### src/rtl/f9pcap_pkg.sv
// f9pcap_pkg: definitions shared by the f9pcap TX-side blocks.
//   tx_guard_state_t  : frame-guard FSM states
//   BYTE_WIDTH        : AXIS byte lane width
//   ETH_MIN_FRAME_LEN : minimum Ethernet frame length excluding FCS
package f9pcap_pkg;

    localparam int unsigned BYTE_WIDTH        = 8;
    localparam int unsigned ETH_MIN_FRAME_LEN = 60;

    typedef enum logic [2:0] {
        IDLE,
        PASS,
        PAD,
        DISCARD,
        DROP
    } tx_guard_state_t;

endpackage

### src/rtl/axis_reg_slice.sv
// axis_reg_slice: single-entry AXIS register slice with a last flag.
// Loads whenever the entry is empty or is being consumed this cycle, so the
// in->out latency is one clock and the output is held while stalled.
// Ports:
//   clk_in, rst_n_in              clock, asynchronous active-low reset
//   s_valid_in/s_ready_out        upstream handshake
//   s_data_in/s_last_in           upstream payload
//   m_valid_out/m_ready_in        downstream handshake
//   m_data_out/m_last_out         downstream payload (registered)
module axis_reg_slice #(
    parameter int unsigned DATA_WIDTH = 8
) (
    input  logic                  clk_in,
    input  logic                  rst_n_in,
    input  logic                  s_valid_in,
    output logic                  s_ready_out,
    input  logic [DATA_WIDTH-1:0] s_data_in,
    input  logic                  s_last_in,
    output logic                  m_valid_out,
    input  logic                  m_ready_in,
    output logic [DATA_WIDTH-1:0] m_data_out,
    output logic                  m_last_out
);

    logic                  valid_q, valid_d;
    logic [DATA_WIDTH-1:0] data_q, data_d;
    logic                  last_q, last_d;

    assign s_ready_out = !valid_q || m_ready_in;

    always_comb begin
        valid_d = valid_q;
        data_d  = data_q;
        last_d  = last_q;
        if (s_ready_out) begin
            valid_d = s_valid_in;
            if (s_valid_in) begin
                data_d = s_data_in;
                last_d = s_last_in;
            end
        end
    end

    always_ff @(posedge clk_in or negedge rst_n_in) begin
        if (!rst_n_in) begin
            valid_q <= 1'b0;
            data_q  <= '0;
            last_q  <= 1'b0;
        end else begin
            valid_q <= valid_d;
            data_q  <= data_d;
            last_q  <= last_d;
        end
    end

    assign m_valid_out = valid_q;
    assign m_data_out  = data_q;
    assign m_last_out  = last_q;

endmodule

### src/rtl/f9pcap_temac_tx_guard.sv
// f9pcap_temac_tx_guard: last 8-bit AXIS stage before the TEMAC TX port.
// Pads short frames to FRAME_MIN_LENGTH with PAD_BYTE, truncates frames at
// FRAME_MAX_LENGTH (swallowing the rest), and drops whole frames whose first
// beat arrives while the link is down.
// Optional feature macro: F9PCAP_TX_GUARD_STATS_EN enables the sent/drop/trunc
// wrap-around counters; without it the stat ports are tied to zero.
// Ports:
//   clk_in, rst_n_in                  temac_tx clock, async active-low reset
//   link_ready_in                     link status, sampled at frame start
//   i_valid_in/i_ready_out            upstream handshake
//   i_data_in/i_last_in               upstream byte and end of frame
//   o_valid_out/o_ready_in            TEMAC handshake
//   o_data_out/o_last_out             TEMAC byte and end of frame
//   stat_sent/drop/trunc_out          frame statistics
module f9pcap_temac_tx_guard
    import f9pcap_pkg::*;
#(
    parameter int unsigned           FRAME_MIN_LENGTH = ETH_MIN_FRAME_LEN,
    parameter int unsigned           FRAME_MAX_LENGTH = 1600,
    parameter logic [BYTE_WIDTH-1:0] PAD_BYTE         = 8'h00,
    parameter int unsigned           STAT_WIDTH       = 32
) (
    input  logic                  clk_in,
    input  logic                  rst_n_in,
    input  logic                  link_ready_in,
    input  logic                  i_valid_in,
    output logic                  i_ready_out,
    input  logic [BYTE_WIDTH-1:0] i_data_in,
    input  logic                  i_last_in,
    output logic                  o_valid_out,
    input  logic                  o_ready_in,
    output logic [BYTE_WIDTH-1:0] o_data_out,
    output logic                  o_last_out,
    output logic [STAT_WIDTH-1:0] stat_sent_out,
    output logic [STAT_WIDTH-1:0] stat_drop_out,
    output logic [STAT_WIDTH-1:0] stat_trunc_out
);

    localparam int unsigned          LEN_WIDTH = $clog2(FRAME_MAX_LENGTH + 1);
    localparam logic [LEN_WIDTH:0]   MIN_C     = (LEN_WIDTH + 1)'(FRAME_MIN_LENGTH);
    localparam logic [LEN_WIDTH:0]   MAX_C     = (LEN_WIDTH + 1)'(FRAME_MAX_LENGTH);

    tx_guard_state_t       state_q, state_d;
    logic [LEN_WIDTH-1:0]  cnt_q, cnt_d;
    logic [LEN_WIDTH:0]    cnt_nx;
    logic                  push, push_last, slice_ready, in_ready;
    logic [BYTE_WIDTH-1:0] push_data;

    // One extra bit so cnt+1 can be compared against MAX without wrapping.
    assign cnt_nx      = {1'b0, cnt_q} + (LEN_WIDTH + 1)'(1);
    assign i_ready_out = in_ready;

    always_comb begin
        state_d   = state_q;
        cnt_d     = cnt_q;
        push      = 1'b0;
        push_data = i_data_in;
        push_last = 1'b0;
        in_ready  = 1'b0;
        case (state_q)
            IDLE, PASS: begin
                if (state_q == IDLE && !link_ready_in) begin
                    // Link down at frame start: swallow the whole frame.
                    in_ready = 1'b1;
                    if (i_valid_in && !i_last_in) state_d = DROP;
                end else begin
                    in_ready = slice_ready;
                    if (i_valid_in && slice_ready) begin
                        push = 1'b1;
                        if (i_last_in && cnt_nx >= MIN_C) begin
                            push_last = 1'b1;
                            state_d   = IDLE;
                            cnt_d     = '0;
                        end else if (i_last_in) begin
                            state_d = PAD;
                            cnt_d   = cnt_nx[LEN_WIDTH-1:0];
                        end else if (cnt_nx == MAX_C) begin
                            push_last = 1'b1;
                            state_d   = DISCARD;
                            cnt_d     = '0;
                        end else begin
                            state_d = PASS;
                            cnt_d   = cnt_nx[LEN_WIDTH-1:0];
                        end
                    end
                end
            end
            PAD: begin
                if (slice_ready) begin
                    push      = 1'b1;
                    push_data = PAD_BYTE;
                    if (cnt_nx >= MIN_C) begin
                        push_last = 1'b1;
                        state_d   = IDLE;
                        cnt_d     = '0;
                    end else begin
                        cnt_d = cnt_nx[LEN_WIDTH-1:0];
                    end
                end
            end
            DISCARD, DROP: begin
                in_ready = 1'b1;
                if (i_valid_in && i_last_in) state_d = IDLE;
            end
            default: begin
                state_d = IDLE;
                cnt_d   = '0;
            end
        endcase
    end

    always_ff @(posedge clk_in or negedge rst_n_in) begin
        if (!rst_n_in) begin
            state_q <= IDLE;
            cnt_q   <= '0;
        end else begin
            state_q <= state_d;
            cnt_q   <= cnt_d;
        end
    end

    axis_reg_slice #(
        .DATA_WIDTH(BYTE_WIDTH)
    ) u_out_slice (
        .clk_in      (clk_in),
        .rst_n_in    (rst_n_in),
        .s_valid_in  (push),
        .s_ready_out (slice_ready),
        .s_data_in   (push_data),
        .s_last_in   (push_last),
        .m_valid_out (o_valid_out),
        .m_ready_in  (o_ready_in),
        .m_data_out  (o_data_out),
        .m_last_out  (o_last_out)
    );

`ifdef F9PCAP_TX_GUARD_STATS_EN
    logic [STAT_WIDTH-1:0] sent_q, sent_d, drop_q, drop_d, trunc_q, trunc_d;
    logic                  sent_inc, drop_inc, trunc_inc;

    assign sent_inc  = o_valid_out && o_ready_in && o_last_out;
    // A single-beat frame arriving with the link down never visits DROP.
    assign drop_inc  = i_valid_in && i_last_in &&
                       (state_q == DROP || (state_q == IDLE && !link_ready_in));
    assign trunc_inc = (state_d == DISCARD) && (state_q != DISCARD);

    always_comb begin
        sent_d  = sent_q  + (sent_inc  ? STAT_WIDTH'(1) : '0);
        drop_d  = drop_q  + (drop_inc  ? STAT_WIDTH'(1) : '0);
        trunc_d = trunc_q + (trunc_inc ? STAT_WIDTH'(1) : '0);
    end

    always_ff @(posedge clk_in or negedge rst_n_in) begin
        if (!rst_n_in) begin
            sent_q  <= '0;
            drop_q  <= '0;
            trunc_q <= '0;
        end else begin
            sent_q  <= sent_d;
            drop_q  <= drop_d;
            trunc_q <= trunc_d;
        end
    end

    assign stat_sent_out  = sent_q;
    assign stat_drop_out  = drop_q;
    assign stat_trunc_out = trunc_q;
`else
    assign stat_sent_out  = '0;
    assign stat_drop_out  = '0;
    assign stat_trunc_out = '0;
`endif

endmodule
### config.mk
export PLATFORM = sky130hd
export DESIGN_NAME = f9pcap_temac_tx_guard
export DESIGN_NICKNAME = d
export VERILOG_FILES = /design/src/rtl/f9pcap_pkg.sv /design/src/rtl/axis_reg_slice.sv /design/src/rtl/f9pcap_temac_tx_guard.sv
export SDC_FILE = /design/constraint.sdc
export NUM_CORES = 1
export LEC_CHECK = 0
export CAP_MARGIN = 10
export CORE_MARGIN = 2
export CORE_UTILIZATION = 32
export CTS_CLUSTER_DIAMETER = 200
export DETAILED_ROUTE_END_ITERATION = 16
export DONT_BUFFER_PORTS = 1
export GPL_TIMING_DRIVEN = 0
export PLACE_DENSITY = 0.44
export REMOVE_ABC_BUFFERS = 1
export SLEW_MARGIN = 20
export SYNTH_ARGS = -nofsm -noshare
export SYNTH_HDL_FRONTEND = slang
export SYNTH_SLANG_ARGS = --single-unit
### constraint.sdc
create_clock -name clk_in -period 3.73 [get_ports clk_in]
set_clock_uncertainty 0.2 [all_clocks]
set_input_delay 1.119 -clock clk_in [delete_from_list [all_inputs] [get_ports clk_in]]
set_output_delay 1.119 -clock clk_in [all_outputs]
set_load 0.01 [all_outputs]
==> results.txt, run 1 <==
Die Wd = 90.2 um
CTS Buf Count = 3
Max Fclk = 0.296 GHz
Post-Syn Instances = 298
antenna violations before repair = 0
min-delay worst type = in -> async
Compound-Gate Fraction of Synth Area = 18.1%
R2R setup slack = 0.35 ns
CTS sink count = 24
commonest non-fill, non-tap cells in the layout = 96 x conb_1, 32 x nand2_1, 24 x dfrtp_1
cell area after synthesis = 0.00238 mm^2
hpwl dp = 3230 um
commonest non-fill, non-tap cell in the layout = conb_1
first-pass GRT wire length = 7070 um
Leak = 0.00103 uW
post-synth cell types = 52
WP data arrival = 3.35 ns
Synth Area in XOR/XNOR = 0.368%
final hold vios = 0
initial core utilization = 33.0%
# diodes = 0
worst-case vdd ir drop = 202 uV
status = completed
Sw Share = 46.1%
max-slew violations = 0
post-layout min period = 3.38 ns
CTS resizes = 0
WL per Instance = 11.4 um
Syn. warnings = 0
P_sw = 560 uW
core area = 0.00721 mm^2
main combinational cell family by area after synthesis = buffers and inverters
mux cell area share after synthesis = 0.894%
Synth Area in Simple Gates = 20.6%
Async SR Flop Fraction = 100%
global-route usage over all layers = 10.7%
H-tree depth = 1
Final setup viols = 0
critical path class = reg -> reg
Die Y = 90.2 um
row cnt = 31
vias in the first global route = 1372
initial DRC count = 94
clk_lat worst skew = 0.28 ns
Post-Syn Area per Cell = 7.99 um^2
Slew HR = 42.5%
Crit path max-delay family = compound AO/OA/AOI/OAI gates
Fillers = 801
DP Worst Slack = 0.399 ns
number of post-CTS setup repair buffers = 0
Via density = 4.29
Worst Setup End Kind = flop
top_reg_cell synth = dfrtp_1
router iterations before antenna repair = 6
period utilization = 90.6%
routed via count = 1657
Buffers & Inverters on Critical Path = 0
# hold bufs at CTS = 0
worst slew pin tran = 0.859 ns
clk slew on worst S/H paths = 0.10 ns
final wirelength = 4420 um
Final WS setup = 0.352 ns
Max-Cap Viols = 0
number of synthesized register bits = 24
I/O pins = 121
nets = 304
DIE AREA = 0.00814 mm^2
register area share after synthesis = 25.2%
crit-path cells = ha_1, and3_1, nor3b_1, a211oi_1, a221oi_4, o41ai_1, mux2_2
Setup TNS Final = 0 ns
RSZ-0062 raised after global routing = false
root buf cell = clkbuf_8
Crit path required time = 3.71 ns
drt drc = 0
Max FO, Critical Path = 11
Port Buffers = 0
Area Overhead vs Synth = -9.52%
Clock Power Share = 19.8%
Pint = 656 uW
pin count of the biggest net entering global routing = 25
Comb power frac = 39.0%
EDFF count, synth = 0
GP Congestion = 0.780
grt ovf = 0
power per cell area = 564 mW/mm^2
Longest Clk Path Bufs = 2
TritonCTS clock tree = yes
CP peak stage delay = 0.61 ns
CP Launch Type = flop
antenna viol nets, final = 0
Adder-Cell Fraction of Synth Area = 1.05%
share of cells above drive strength 1 = 4.88%
Slowest-stage cell, CP = o41ai_1
Seq pwr share = 41.1%
-- synth_stat cells, types with 2 or more instances --
cell type / number / area share, %
buf_2: 3 / 0.63
and3_1: 4 / 1.1
nor2_1: 9 / 1.4
nand2b_1: 4 / 1.1
buf_4: 96 / 30
inv_1: 6 / 0.95
nand2_1: 32 / 5.0
o31ai_1: 2 / 0.63
nor2b_1: 6 / 1.6
or3_1: 2 / 0.53
a21oi_1: 12 / 2.5
a21o_1: 4 / 1.3
or4_1: 2 / 0.63
a31oi_1: 3 / 0.79
ha_1: 2 / 1.1
nand4_1: 2 / 0.53
nor4_1: 4 / 1.1
a211oi_1: 4 / 1.3
nand3_1: 12 / 2.5
o22ai_1: 3 / 0.79
nand4b_1: 2 / 0.74
o21ai_0: 13 / 2.7
clkbuf_1: 10 / 1.6
o21a_1: 2 / 0.63
o2bb2ai_1: 2 / 0.74
dfrtp_1: 24 / 25
or3_4: 2 / 0.95
and2_1: 2 / 0.53
o22a_1: 2 / 0.74
nor3_1: 5 / 1.1
-- stage by stage --
step / utilization, % / std cells / cell area [um^2] / hold WS, ns / power (uW)
global route: 29.8 / 386 / 2150 / 0.297 / 1330
CTS: 29.8 / 386 / 2150 / 0.308 / 1230
floorplan: - / 283 / 1960 / 0.304 / 856
detailed placement: 28.9 / 382 / 2080 / 0.324 / 982
finish: 29.8 / 386 / 2150 / 0.319 / 1220
global placement: 28.9 / 382 / 2080 / 0.319 / 977
-- power groups by stage --
stage,clock network [uW],logic [uW],registers (uW)
final,241,474,500
after global routing,262,543,521
after CTS,254,479,500
after detailed placement,0,478,504
after global placement,0,472,505
after floorplan,0,385,470
-- final cells by class --
| cell class | count | area [um^2] | share of cell area, % |
|---|---|---|---|
| clock buffers | 3 | 41.3 | 1.92 |
| inverters | 6 | 22.5 | 1.05 |
| flip-flops and latches | 24 | 601 | 27.9 |
| clock inverters | 1 | 30.0 | 1.39 |
| well taps | 99 | 124 | 5.75 |
| multi-input cells | 253 | 1340 | 62.0 |
-- sequential cells by signal (all words and copies together), names as in the netlist --
| name | count |
|---|---|
| cnt_q | 11 |
| u_out_slice.m_valid_out | 1 |
| u_out_slice.m_last_out | 1 |
| state_q | 3 |
| u_out_slice.m_data_out | 8 |
-- kinds of logic after synthesis --
logic type,Yosys count
AO/OA/AOI/OAI,59
AND/OR/NAND/NOR,93
adder cells (fa/ha/maj),2
XOR/XNOR,1
other,1
buffers and inverters,116
multiplexers,2
flip-flops,24
-- per-layer routing --
layer	vias up	wire length, um	track usage (%)
li1	815	-	-
met1	763	2080	14.5
met2	77	1950	16.3
met3	2	358	3.52
met4	0	30	2.69
met5	-	0	0
-- path summary, 6_finish.rpt --
path	start	to	depth (start not counted)
hold reg to reg	u_out_slice.m_data_out[0]$_DFFE_PN0P_	u_out_slice.m_data_out[0]$_DFFE_PN0P_	2
setup / recovery	cnt_q[0]$_DFFE_PN0P_	state_q[1]$_DFFE_PN0P_	7
hold / removal	rst_n_in	cnt_q[5]$_DFFE_PN0P_	0
max in group asynchronous	rst_n_in	cnt_q[3]$_DFFE_PN0P_	0
min in group clk_in	u_out_slice.m_data_out[0]$_DFFE_PN0P_	u_out_slice.m_data_out[0]$_DFFE_PN0P_	2
setup reg to reg	cnt_q[0]$_DFFE_PN0P_	state_q[1]$_DFFE_PN0P_	7
No activity file was read; power rests on OpenSTA's default activity.
==> run 2, diff against run 1 <==
- PLACE_DENSITY: 0.44 -> 0.55
==> run 2 against run 1 <==
Compared with the run above: via count up 1.3%; routed wire length down 4.7%; fmax up 3.9%; final cell count unchanged; combinational power about the same; sequential power about the same.
==> results.txt, run 2 (same netlist as run 1, synthesis figures left out) <==
Die Wd = 90.2 um
Max Fclk = 0.308 GHz
TritonCTS clock tree = yes
WL per Instance = 10.9 um
CTS resizes = 0
share of cells above drive strength 1 = 4.88%
root buf cell = clkbuf_8
Worst R2R Path Depth = 8
CTS Buf Count = 3
r2r endpoint = cnt_q[0]$_DFFE_PN0P_
Biggest register = cnt_q
Leak = 0.00103 uW
Finished Cell Area = 0.00215 mm^2
Final setup viols = 0
hpwl dp = 3150 um
critical path class = reg -> reg
final hold vios = 0
vias in the first global route = 1417
final wirelength = 4210 um
grt ovf = 0
I/O pins = 121
pin count of the biggest net entering global routing = 25
CTS sink count = 24
commonest non-fill, non-tap cell in the layout = conb_1
RSZ-0062 raised after global routing = false
min-delay worst type = in -> async
DIE AREA = 0.00814 mm^2
status = completed
number of post-CTS setup repair buffers = 0
row cnt = 31
router iterations before antenna repair = 4
# hold bufs at CTS = 0
Area Overhead vs Synth = -9.52%
nets = 304
global-route usage over all layers = 10.1%
Via density = 4.35
Longest Clk Path Bufs = 2
drt drc = 0
commonest non-fill, non-tap cells in the layout = 96 x conb_1, 32 x nand2_1, 24 x dfrtp_1
Crit path required time = 3.68 ns
Die Y = 90.2 um
worst-case vdd ir drop = 190 uV
# diodes = 0
worst slew pin tran = 0.884 ns
initial core utilization = 33.0%
dpl cell area = 0.00208 mm^2
Port Buffers = 0
R2R setup slack = 0.48 ns
clk slew on worst S/H paths = 0.10 ns
antenna viol nets, final = 0
power per cell area = 561 mW/mm^2
period utilization = 87.1%
Worst R2R Start = cnt_q[0]$_DFFE_PN0P_
initial DRC count = 97
clk_lat worst skew = 0.27 ns
first-pass GRT wire length = 6800 um
Fillers = 786
CP Launch Type = flop
routed via count = 1678
post-layout min period = 3.25 ns
critical path startpoint = cnt_q[0]$_DFFE_PN0P_
GP Congestion = 0.776
max reg flops = 11
Worst Setup End Kind = flop
Core Util, Final = 29.8%
Setup TNS Final = 0 ns
Max FO, Critical Path = 11
H-tree depth = 1
WP data arrival = 3.20 ns
antenna violations before repair = 0
core area = 0.00721 mm^2
Power, Total = 1210 uW
Slew HR = 40.9%
Max-Cap Viols = 0
max-slew violations = 0
## run 2: cell counts in the layout (fill, tap and decap cells not counted)
Identical to the previous run, type by type.
## run 2: per-stage QoR
| stage | instances | hold WS (ns) | setup WS [ns] |
|---|---|---|---|
| after floorplan | 283 | 0.304 | 0.689 |
| after global placement | 382 | 0.324 | 0.449 |
| after detailed placement | 382 | 0.327 | 0.458 |
| after CTS | 386 | 0.320 | 0.478 |
| after global routing | 386 | 0.305 | 0.254 |
| final | 386 | 0.329 | 0.480 |
## run 2: worst max path at each step
stage | end | slack, ns | cells past startpoint
after floorplan | i_ready_out | 0.69 | 3
after global placement | cnt_q[5]$_DFFE_PN0P_ | 0.45 | 7
after detailed placement | cnt_q[5]$_DFFE_PN0P_ | 0.46 | 7
after CTS | cnt_q[5]$_DFFE_PN0P_ | 0.48 | 8
after global routing | state_q[1]$_DFFE_PN0P_ | 0.25 | 7
final | cnt_q[0]$_DFFE_PN0P_ | 0.48 | 8
## run 2: layout make-up
cell class / count / area (um^2) / share of cell area [%]
sequential: 24 / 601 / 27.9
clock buffer: 3 / 41.3 / 1.92
multi-input combinational: 253 / 1340 / 62.0
inverter: 6 / 22.5 / 1.05
tap: 99 / 124 / 5.75
clock inverter: 1 / 30.0 / 1.39
## run 2: per-layer routing
metal | part of all wire, % | routed length (um) | vias to the layer above | global-route usage, %
li1 | - | - | 814 | -
met2 | 46 | 1930 | 75 | 15.9
met4 | 2.1 | 87 | 0 | 3.97
met1 | 44 | 1850 | 780 | 12.9
met5 | 0 | 0 | - | 0
met3 | 8.0 | 339 | 9 | 3.27
## run 2: critical path, stage by stage (launching register included)
cell and delay, ns:
dfrtp_1 0.53, ha_1 0.41, and3_1 0.38, a32o_1 0.21, a2bb2oi_1 0.06, or4_1 0.62, a32oi_4 0.36, nand2b_1 0.26
o21ai_0 0.10
## run 2: power by group
group | leakage [uW] | total [uW] | internal (uW) | switching [uW]
Combinational | 0.000685 | 471 | 166 | 305
Sequential | 0.000311 | 501 | 345 | 156
Clock | 0.0000357 | 237 | 144 | 93.1
==> run 3, diff against run 2 <==
- CORE_MARGIN: 2 -> not set
==> run 3 against run 2 <==
Compared with the run above: non-clock buffer count unchanged; worst hold slack lost 0.0026 ns; clock power about the same; register-to-register slack lost 0.05 ns; critical endpoint is now state_q[1]$_DFFE_PN0P_.
==> results.txt, run 3 (same netlist as run 1, synthesis figures left out) <==
CTS Buf Count = 3
Die Wd = 88.2 um
pin count of the biggest net entering global routing = 25
TritonCTS clock tree = yes
worst-case vdd ir drop = 166 uV
Fillers = 776
Port Buffers = 0
Max-Cap Viols = 0
Hold Worst Slack = 0.327 ns
Via density = 4.27
core area = 0.00721 mm^2
status = completed
clk slew on worst S/H paths = 0.09 ns
CTS sink count = 24
drt drc = 0
min-delay worst type = in -> async
root buf cell = clkbuf_8
GP Congestion = 0.787
Final setup viols = 0
Longest Clk Path Bufs = 2
dpl cell area = 0.00208 mm^2
share of cells above drive strength 1 = 4.88%
critical path class = reg -> reg
Crit path required time = 3.69 ns
power per cell area = 560 mW/mm^2
WL per Instance = 10.5 um
Setup TNS Final = 0 ns
Biggest register = cnt_q
commonest non-fill, non-tap cell in the layout = conb_1
first-pass GRT wire length = 6540 um
initial DRC count = 84
Die Y = 88.2 um
Leak = 0.00103 uW
final wirelength = 4040 um
routed via count = 1647
row cnt = 31
vias in the first global route = 1349
Max Fclk = 0.303 GHz
antenna viol nets, final = 0
WP data arrival = 3.27 ns
nets = 304
H-tree depth = 1
number of post-CTS setup repair buffers = 0
global-route usage over all layers = 10.7%
period utilization = 88.6%
Slew HR = 39.4%
Finished Layout Cells = 386
DIE AREA = 0.00779 mm^2
CP Launch Type = flop
CTS resizes = 0
Area Overhead vs Synth = -9.52%
commonest non-fill, non-tap cells in the layout = 96 x conb_1, 32 x nand2_1, 24 x dfrtp_1
initial core utilization = 33.0%
router iterations before antenna repair = 6
Placed Cells = 382
RSZ-0062 raised after global routing = false
final hold vios = 0
max-slew violations = 0
# hold bufs at CTS = 0
Worst Setup End Kind = flop
R2R setup slack = 0.43 ns
critical path startpoint = cnt_q[0]$_DFFE_PN0P_
antenna violations before repair = 0
Worst R2R Start = cnt_q[0]$_DFFE_PN0P_
I/O pins = 121
clk_lat worst skew = 0.27 ns
# diodes = 0
Max FO, Critical Path = 11
hpwl dp = 3000 um
Finished Cell Area = 0.00215 mm^2
worst slew pin tran = 0.905 ns
grt ovf = 0
post-layout min period = 3.30 ns
max reg flops = 11
-- run 3: cell counts in the layout (fill, tap and decap cells not counted) --
Identical to the previous run, type by type.
-- run 3: metrics by stage --
step | utilization (%) | worst slack [ns] | power, uW
finish | 29.8 | 0.426 | 1210
detailed placement | 28.9 | 0.458 | 977
CTS | 29.8 | 0.416 | 1210
floorplan | - | 0.689 | 856
global route | 29.8 | 0.140 | 1320
global placement | 28.9 | 0.468 | 965
-- run 3: final cells by class --
type	instances	area [um^2]	area share, %
multi-input cells	253	1340	62.0
flip-flops and latches	24	601	27.9
well taps	99	124	5.75
clock buffers	3	41.3	1.92
clock inverters	1	30.0	1.39
inverters	6	22.5	1.05
-- run 3: per-layer routing --
metal	up-vias	wire, um	track usage (%)
met5	-	0	0
met4	0	46	3.08
met3	4	241	2.15
met2	67	1830	17.8
met1	766	1920	14.0
li1	810	-	-
-- run 3: power by group --
part           total (uW)  internal, uW  switching [uW]  leakage, uW
clock                 234           144            90.8    0.0000357
sequential            500           345             154     0.000311
combinational         471           166             305     0.000685
total                1210           655             550      0.00103
-- run 3: final timing paths --
kind,endpoint,cells after the start
min,cnt_q[7]$_DFFE_PN0P_,0
max reg2reg,state_q[1]$_DFFE_PN0P_,7
min reg2reg,u_out_slice.m_data_out[3]$_DFFE_PN0P_,2
min in group clk_in,u_out_slice.m_data_out[3]$_DFFE_PN0P_,2
max,state_q[1]$_DFFE_PN0P_,7
max in group asynchronous,cnt_q[1]$_DFFE_PN0P_,0
-- run 3: critical path, stage by stage (launching register included) --
cell and delay (ns):
dfrtp_1 0.53, ha_1 0.42, and3_1 0.38, nor3b_1 0.09
a211oi_1 0.50, a221oi_4 0.12, o41ai_1 0.56, mux2_2 0.39
